### config.mk
export PLATFORM = sky130hd
export DESIGN_NAME = ec_stripe_sequencer
export DESIGN_NICKNAME = d
export VERILOG_FILES = /design/src/rtl/ec_stripe_sequencer.sv
export SDC_FILE = /design/constraint.sdc
export NUM_CORES = 1
export LEC_CHECK = 0
export CAP_MARGIN = 40
export CORE_UTILIZATION = 54
export DETAILED_ROUTE_END_ITERATION = 6
export PLACE_DENSITY = 0.81
export RECOVER_POWER = 50
export REMOVE_ABC_BUFFERS = 1
export SLEW_MARGIN = 20
export SYNTH_ARGS = -nofsm -noshare
export SYNTH_HDL_FRONTEND = slang
export SYNTH_SLANG_ARGS = --single-unit
export TNS_END_PERCENT = 10
### constraint.sdc
create_clock -name clk -period 5.3 [get_ports clk]
set_input_delay 1.06 -clock clk [delete_from_list [all_inputs] [get_ports clk]]
set_output_delay 1.06 -clock clk [all_outputs]
set_load 0.1 [all_outputs]
### src/rtl/ec_stripe_sequencer.sv
// Stripe-level erasure-coding sequencer: fetches LANES bitmatrix rows per pass, streams K words per packet, writes lane results.
// Optional `ECA_STALL_CNT_EN adds the stall_cnt output counting FIFO-empty and output-full stall cycles.
module ec_stripe_sequencer #(
    parameter int K_MAX     = 128,
    parameter int M_MAX     = 128,
    parameter int LANES     = 4,
    parameter int PKT_W     = 16,
    parameter int BM_ADDR_W = $clog2(M_MAX),
    parameter int K_W       = $clog2(K_MAX + 1),
    parameter int M_W       = $clog2(M_MAX + 1),
    localparam int LN_W     = $clog2(LANES) + 1
) (
    input  logic                 clk,
    input  logic                 rst,
    input  logic                 start,
    input  logic                 abort,
    input  logic [K_W-1:0]       k_cfg,
    input  logic [M_W-1:0]       m_cfg,
    input  logic [PKT_W-1:0]     pkt_num,
    input  logic                 inbuf_fifo_empty,
    output logic                 inbuf_fifo_rd_rq,
    output logic                 bm_rd_rq,
    output logic [BM_ADDR_W-1:0] bm_rd_addr,
    input  logic                 bm_rd_data_val,
    output logic                 eng_bm_load,
    output logic [LN_W-1:0]      eng_bm_lane,
    output logic                 eng_calc_en,
    input  logic                 eng_data_used,
    input  logic                 eng_empty,
    output logic                 eng_clr,
    input  logic                 outbuf_full,
    output logic                 outbuf_wr_en,
    output logic [LN_W-1:0]      outbuf_lane,
    output logic                 busy,
    output logic                 done,
    output logic                 err_cfg,
    output logic                 stat_wr_en
`ifdef ECA_STALL_CNT_EN
    ,
    output logic [31:0]          stall_cnt
`endif
);

    typedef enum logic [3:0] {
        S_IDLE, S_CHECK, S_BM_FETCH, S_BM_WAIT, S_RUN,
        S_RUN_WAIT, S_DRAIN, S_WRITE, S_NEXT, S_DONE
    } state_t;

    state_t           state, state_n;
    logic [LN_W-1:0]  lane, lane_n;
    logic [K_W-1:0]   words, words_n;
    logic [PKT_W-1:0] pkt, pkt_n;
    logic [M_W-1:0]   row_base, row_base_n;   // pass * LANES, kept as a running sum
    logic             err_n;

    logic [M_W-1:0]   rem, lanes_act;
    logic             last_lane, more_pass, cfg_bad, start_ok;

    assign rem       = m_cfg - row_base;
    assign lanes_act = (rem > M_W'(LANES)) ? M_W'(LANES) : rem;
    assign last_lane = (M_W'(lane) + M_W'(1)) == lanes_act;
    // One extra bit so the next-pass base never wraps when M is near its maximum
    assign more_pass = ({1'b0, row_base} + (M_W+1)'(LANES)) < {1'b0, m_cfg};
    assign cfg_bad   = (32'(k_cfg) < 2) || (32'(k_cfg) > K_MAX) ||
                       (32'(m_cfg) < 2) || (32'(m_cfg) > M_MAX) || (pkt_num == '0);
    assign start_ok  = (state == S_IDLE) && start && !abort;
    assign busy      = (state != S_IDLE);

    always_ff @(posedge clk) begin
        if (rst) begin
            state    <= S_IDLE;
            lane     <= '0;
            words    <= '0;
            pkt      <= '0;
            row_base <= '0;
            err_cfg  <= 1'b0;
        end else begin
            state    <= state_n;
            lane     <= lane_n;
            words    <= words_n;
            pkt      <= pkt_n;
            row_base <= row_base_n;
            err_cfg  <= err_n;
        end
    end

    always_comb begin
        state_n          = state;
        lane_n           = lane;
        words_n          = words;
        pkt_n            = pkt;
        row_base_n       = row_base;
        err_n            = err_cfg;
        inbuf_fifo_rd_rq = 1'b0;
        bm_rd_rq         = 1'b0;
        bm_rd_addr       = BM_ADDR_W'(row_base + M_W'(lane));
        eng_bm_load      = 1'b0;
        eng_bm_lane      = '0;
        eng_calc_en      = 1'b0;
        eng_clr          = 1'b0;
        outbuf_wr_en     = 1'b0;
        outbuf_lane      = '0;
        done             = 1'b0;
        stat_wr_en       = 1'b0;

        case (state)
            S_IDLE: begin
                if (start_ok) begin
                    err_n   = 1'b0;
                    state_n = S_CHECK;
                end
            end
            S_CHECK: begin
                if (cfg_bad) begin
                    err_n   = 1'b1;
                    state_n = S_DONE;
                end else begin
                    row_base_n = '0;
                    pkt_n      = '0;
                    lane_n     = '0;
                    words_n    = '0;
                    state_n    = S_BM_FETCH;
                end
            end
            S_BM_FETCH: begin
                bm_rd_rq = 1'b1;
                state_n  = S_BM_WAIT;
            end
            S_BM_WAIT: begin
                if (bm_rd_data_val) begin
                    eng_bm_load = 1'b1;
                    eng_bm_lane = lane;
                    if (last_lane) begin
                        eng_clr = 1'b1;
                        state_n = S_RUN;
                    end else begin
                        lane_n  = lane + LN_W'(1);
                        state_n = S_BM_FETCH;
                    end
                end
            end
            S_RUN: begin
                eng_calc_en = 1'b1;
                if (!inbuf_fifo_empty) begin
                    inbuf_fifo_rd_rq = 1'b1;
                    words_n          = words + K_W'(1);
                    state_n          = S_RUN_WAIT;
                end
            end
            S_RUN_WAIT: begin
                eng_calc_en = 1'b1;
                if (eng_data_used)
                    state_n = (words == k_cfg) ? S_DRAIN : S_RUN;
            end
            S_DRAIN: begin
                eng_calc_en = 1'b1;
                if (eng_empty) begin
                    lane_n  = '0;
                    words_n = '0;
                    state_n = S_WRITE;
                end
            end
            S_WRITE: begin
                if (!outbuf_full) begin
                    outbuf_wr_en = 1'b1;
                    outbuf_lane  = lane;
                    lane_n       = lane + LN_W'(1);
                    if (last_lane)
                        state_n = S_NEXT;
                end
            end
            S_NEXT: begin
                // Rows already held by the engine are reused for every packet of a pass
                if ((pkt + PKT_W'(1)) < pkt_num) begin
                    pkt_n   = pkt + PKT_W'(1);
                    eng_clr = 1'b1;
                    state_n = S_RUN;
                end else if (more_pass) begin
                    row_base_n = row_base + M_W'(LANES);
                    pkt_n      = '0;
                    lane_n     = '0;
                    state_n    = S_BM_FETCH;
                end else begin
                    state_n = S_DONE;
                end
            end
            S_DONE: begin
                done       = 1'b1;
                stat_wr_en = 1'b1;
                state_n    = S_IDLE;
            end
            default: state_n = S_IDLE;
        endcase

        // Abort wins over everything outside IDLE, including a pending done
        if (abort && (state != S_IDLE)) begin
            state_n          = S_IDLE;
            inbuf_fifo_rd_rq = 1'b0;
            bm_rd_rq         = 1'b0;
            eng_bm_load      = 1'b0;
            eng_calc_en      = 1'b0;
            outbuf_wr_en     = 1'b0;
            done             = 1'b0;
            stat_wr_en       = 1'b0;
            eng_clr          = 1'b1;
        end
    end

`ifdef ECA_STALL_CNT_EN
    always_ff @(posedge clk) begin
        if (rst)
            stall_cnt <= '0;
        else if (start_ok)
            stall_cnt <= '0;
        else if (((state == S_RUN && inbuf_fifo_empty) || (state == S_WRITE && outbuf_full)) &&
                 (stall_cnt != '1))
            stall_cnt <= stall_cnt + 32'd1;
    end
`endif

endmodule

==> results by group <==
Status
  • Outcome: finished with violations
  • Failing checks: DRC

Global routing
  • Antenna violations before repair: 0
  • First-pass GRT wire length: 15.6 mm
  • Vias in the first global route: 3515
  • Grt ovf: 0
  • Pin count of the biggest net entering global routing: 30
  • Gr usage total: 26.7%

Timing
  • Setup violations, final: 0
  • Worst slew pin tran: 1180 ps
  • Final Skew: 11.1 ps
  • Max Slew Vio Count: 0
  • Worst slew margin: 21.8%
  • Final Hold Vio Count: 0
  • TNS Setup: 0 ps
  • Unrepaired setup endpoints after global routing: false
  • Tcrit/Tclk final: 95.3%
  • Fmax: 198 MHz
  • Tmin final: 5050 ps

Synth
  • Area leader, netlist: dfxtp_1
  • Ys flop type: dfxtp_1
  • Syn Std Cell Area: 3640 µm²
  • Top cell type's share of synthesized area: 20.9%
  • Synth Register Bits: 38
  • Top-count cell post-synth: nor2_1
  • Synth Instances: 489
  • Yosys warns: 0
  • Sequential fraction of the synthesis area: 20.9%
  • Post-synth EDFFs: 0
  • Post-synth ARST share: 0%
  • Synth top area cells: dfxtp_1 (21%), ha_1 (11%), xnor2_1 (5.5%), nor2_1 (5.1%), a21oi_1 (4.5%)
  • Post-synthesis cell type count: 65
  • Syn Area/Cell: 7.45 µm²
  • Post-synth top cells: nor2_1 (49), dfxtp_1 (38), inv_1 (35)

Floorplanning
  • Chip height: 84.1 µm
  • I/O pins: 64
  • Cell row count: 29
  • Die Wd: 84.1 µm
  • Core Area: 6420 µm²
  • Die area: 7080 µm²
  • Initial Util: 56.7%

Clocking
  • Clk sinks: 38
  • Setup bufs post-CTS: 0
  • Root Buffer: clkbuf_8
  • H-tree depth: 2
  • Clock Path Buffers: 2
  • Worst-Skew Late Latency: 300 ps
  • Clock transition at path regs: 80 ps
  • CTS resizes: 0
  • Post-CTS Hold Buffers: 0
  • TritonCTS buffer count: 5
  • CTS tree: done

Worst setup path
  • Critical Path RT: 4240 ps
  • R2R Setup Slk: 1160 ps
  • Critical Path Source Type: input port
  • Worst setup path class: input port to output pin
  • CP arrival: 3990 ps
  • FF-to-FF End: pkt[12]
  • Register-to-Register Path Depth: 16
  • Crit path capture type: output pin
  • Critical Path Source: m_cfg[2]
  • Worst reg2reg path startpoint: pkt[0]
  • Crit-path max FO: 6

Route
  • Initial drt markers: 187
  • Routed Antenna Nets: 0
  • WL final: 9.18 mm
  • Drc violations: 8
  • Vias: 3711
  • Vias/cell: 5.84
  • Drt pass-1 iters: 7
  • Routed len/inst: 14.5 µm

Finish
  • Ant. Diodes: 0
  • Fraction of layout cells with a size suffix above 1: 5.38%
  • Area grow syn2layout: 24.1%
  • Post-route cell area: 4520 µm²
  • Layout filler cell count: 542
  • Nets: 631

Hold path
  • Min-delay src: err_cfg
  • Worst hold path type: flip-flop to flip-flop
  • Worst Hold Path Cells: 2
  • Worst hold endpoint: err_cfg

Pwr
  • LEAKAGE: 0.00193 µW
  • Max rail drop VDD: 0.426 mV
  • Power, Total: 1020 µW
  • Power density over cell area: 227 nW/µm²

Run
  • Maximum capacitance violations: 0

Placement
  • DP HPWL: 7.21 mm
  • Final weighted congestion of routability-driven global placement: 0.889
  • Dpl cell area: 4510 µm²
  • Port bufs: 63
report_power, final:
part,internal (µW),switching [µW],total (µW)
Clock,189,116,305
Sequential,295,29.1,324
Combinational,153,241,394
layer usage:
| layer | share of wire [%] | vias to the layer above | GRT usage (%) | routed length, µm |
|---|---|---|---|---|
| met1 | 45 | 1734 | 33.1 | 4110 |
| met3 | 5.1 | 12 | 5.93 | 470 |
| met5 | 0 | - | 0 | 0 |
| li1 | - | 1871 | - | - |
| met2 | 49 | 94 | 47.2 | 4480 |
| met4 | 1.3 | 0 | 5.64 | 119 |
stage by stage:
stage | instances | hold WS, ps | setup slack [ps] | util (%)
floorplan | 468 | 463 | -922 | -
global placement | 611 | 470 | 452 | 66.5
detailed placement | 627 | 460 | 379 | 70.3
CTS | 635 | 483 | 326 | 72.4
global route | 635 | 508 | 0.787 | 70.3
finish | 635 | 479 | 250 | 70.3
flip-flops by register name (all words and copies together) (netlist names):
| name | count |
|---|---|
| words | 8 |
| pkt | 16 |
| lane | 3 |
| state | 4 |
| row_base | 6 |
| err_cfg | 1 |
layout make-up:
type	instances	area [µm²]	share of cell area (%)
Multi-Input combinational cell	395	2630	58.3
Sequential cell	38	761	16.8
Timing Repair Buffer	82	757	16.8
Inverter	35	131	2.91
Tap cell	77	96.3	2.13
Clock buffer	5	68.8	1.52
Clock inverter	3	68.8	1.52
cell usage in the layout (no fill, tap or decap), types with 7 or more instances in the layout:
cell type	synthesis	routed
nor2_1	49	49
mux2i_1	8	8
nand3_1	13	13
nand2_1	31	31
nor3_1	19	19
o21ai_0	30	31
and2_1	11	11
nand4_1	9	9
nand3b_1	10	10
ha_1	33	33
nor4_1	11	11
inv_1	35	35
a21oi_1	33	33
xor2_1	17	17
and3_1	13	13
a21o_1	7	7
xnor2_1	23	23
dfxtp_1	38	38
nor2b_1	9	9
clkbuf_1	12	15
clkdlybuf4s50_1	0	50
critical path, stage by stage:
cell	delay, ps
dlygate4sd3_1	570
inv_1	60
ha_1	370
nor3b_1	390
o221ai_1	210
a2111oi_0	380
and3_2	260
o22ai_4	100
a311o_1	410
buf_12	180
cell families (layout without fill, tap and decap cells):
kind of cell / after synthesis / after routing / synth area share [%]
AOI/OAI and AO/OA: 108 / 108 / 19.0
DFF: 38 / 38 / 20.9
muxes: 10 / 10 / 2.82
and+or+nand+nor: 202 / 202 / 29.4
other: 2 / 2 / 0.206
xor gates and xnor gates: 40 / 40 / 9.62
buffers and inverters: 56 / 125 / 6.67
adders and majority gates: 33 / 33 / 11.3
worst max-delay path by stage:
stage               endpoint  slack, ps
floorplan               done       -920
global placement     eng_clr        450
detailed placement   eng_clr        380
CTS                  eng_clr        330
global route         eng_clr        0.8
finish               eng_clr        250
Note: power is estimated with default switching activity, not from simulation.
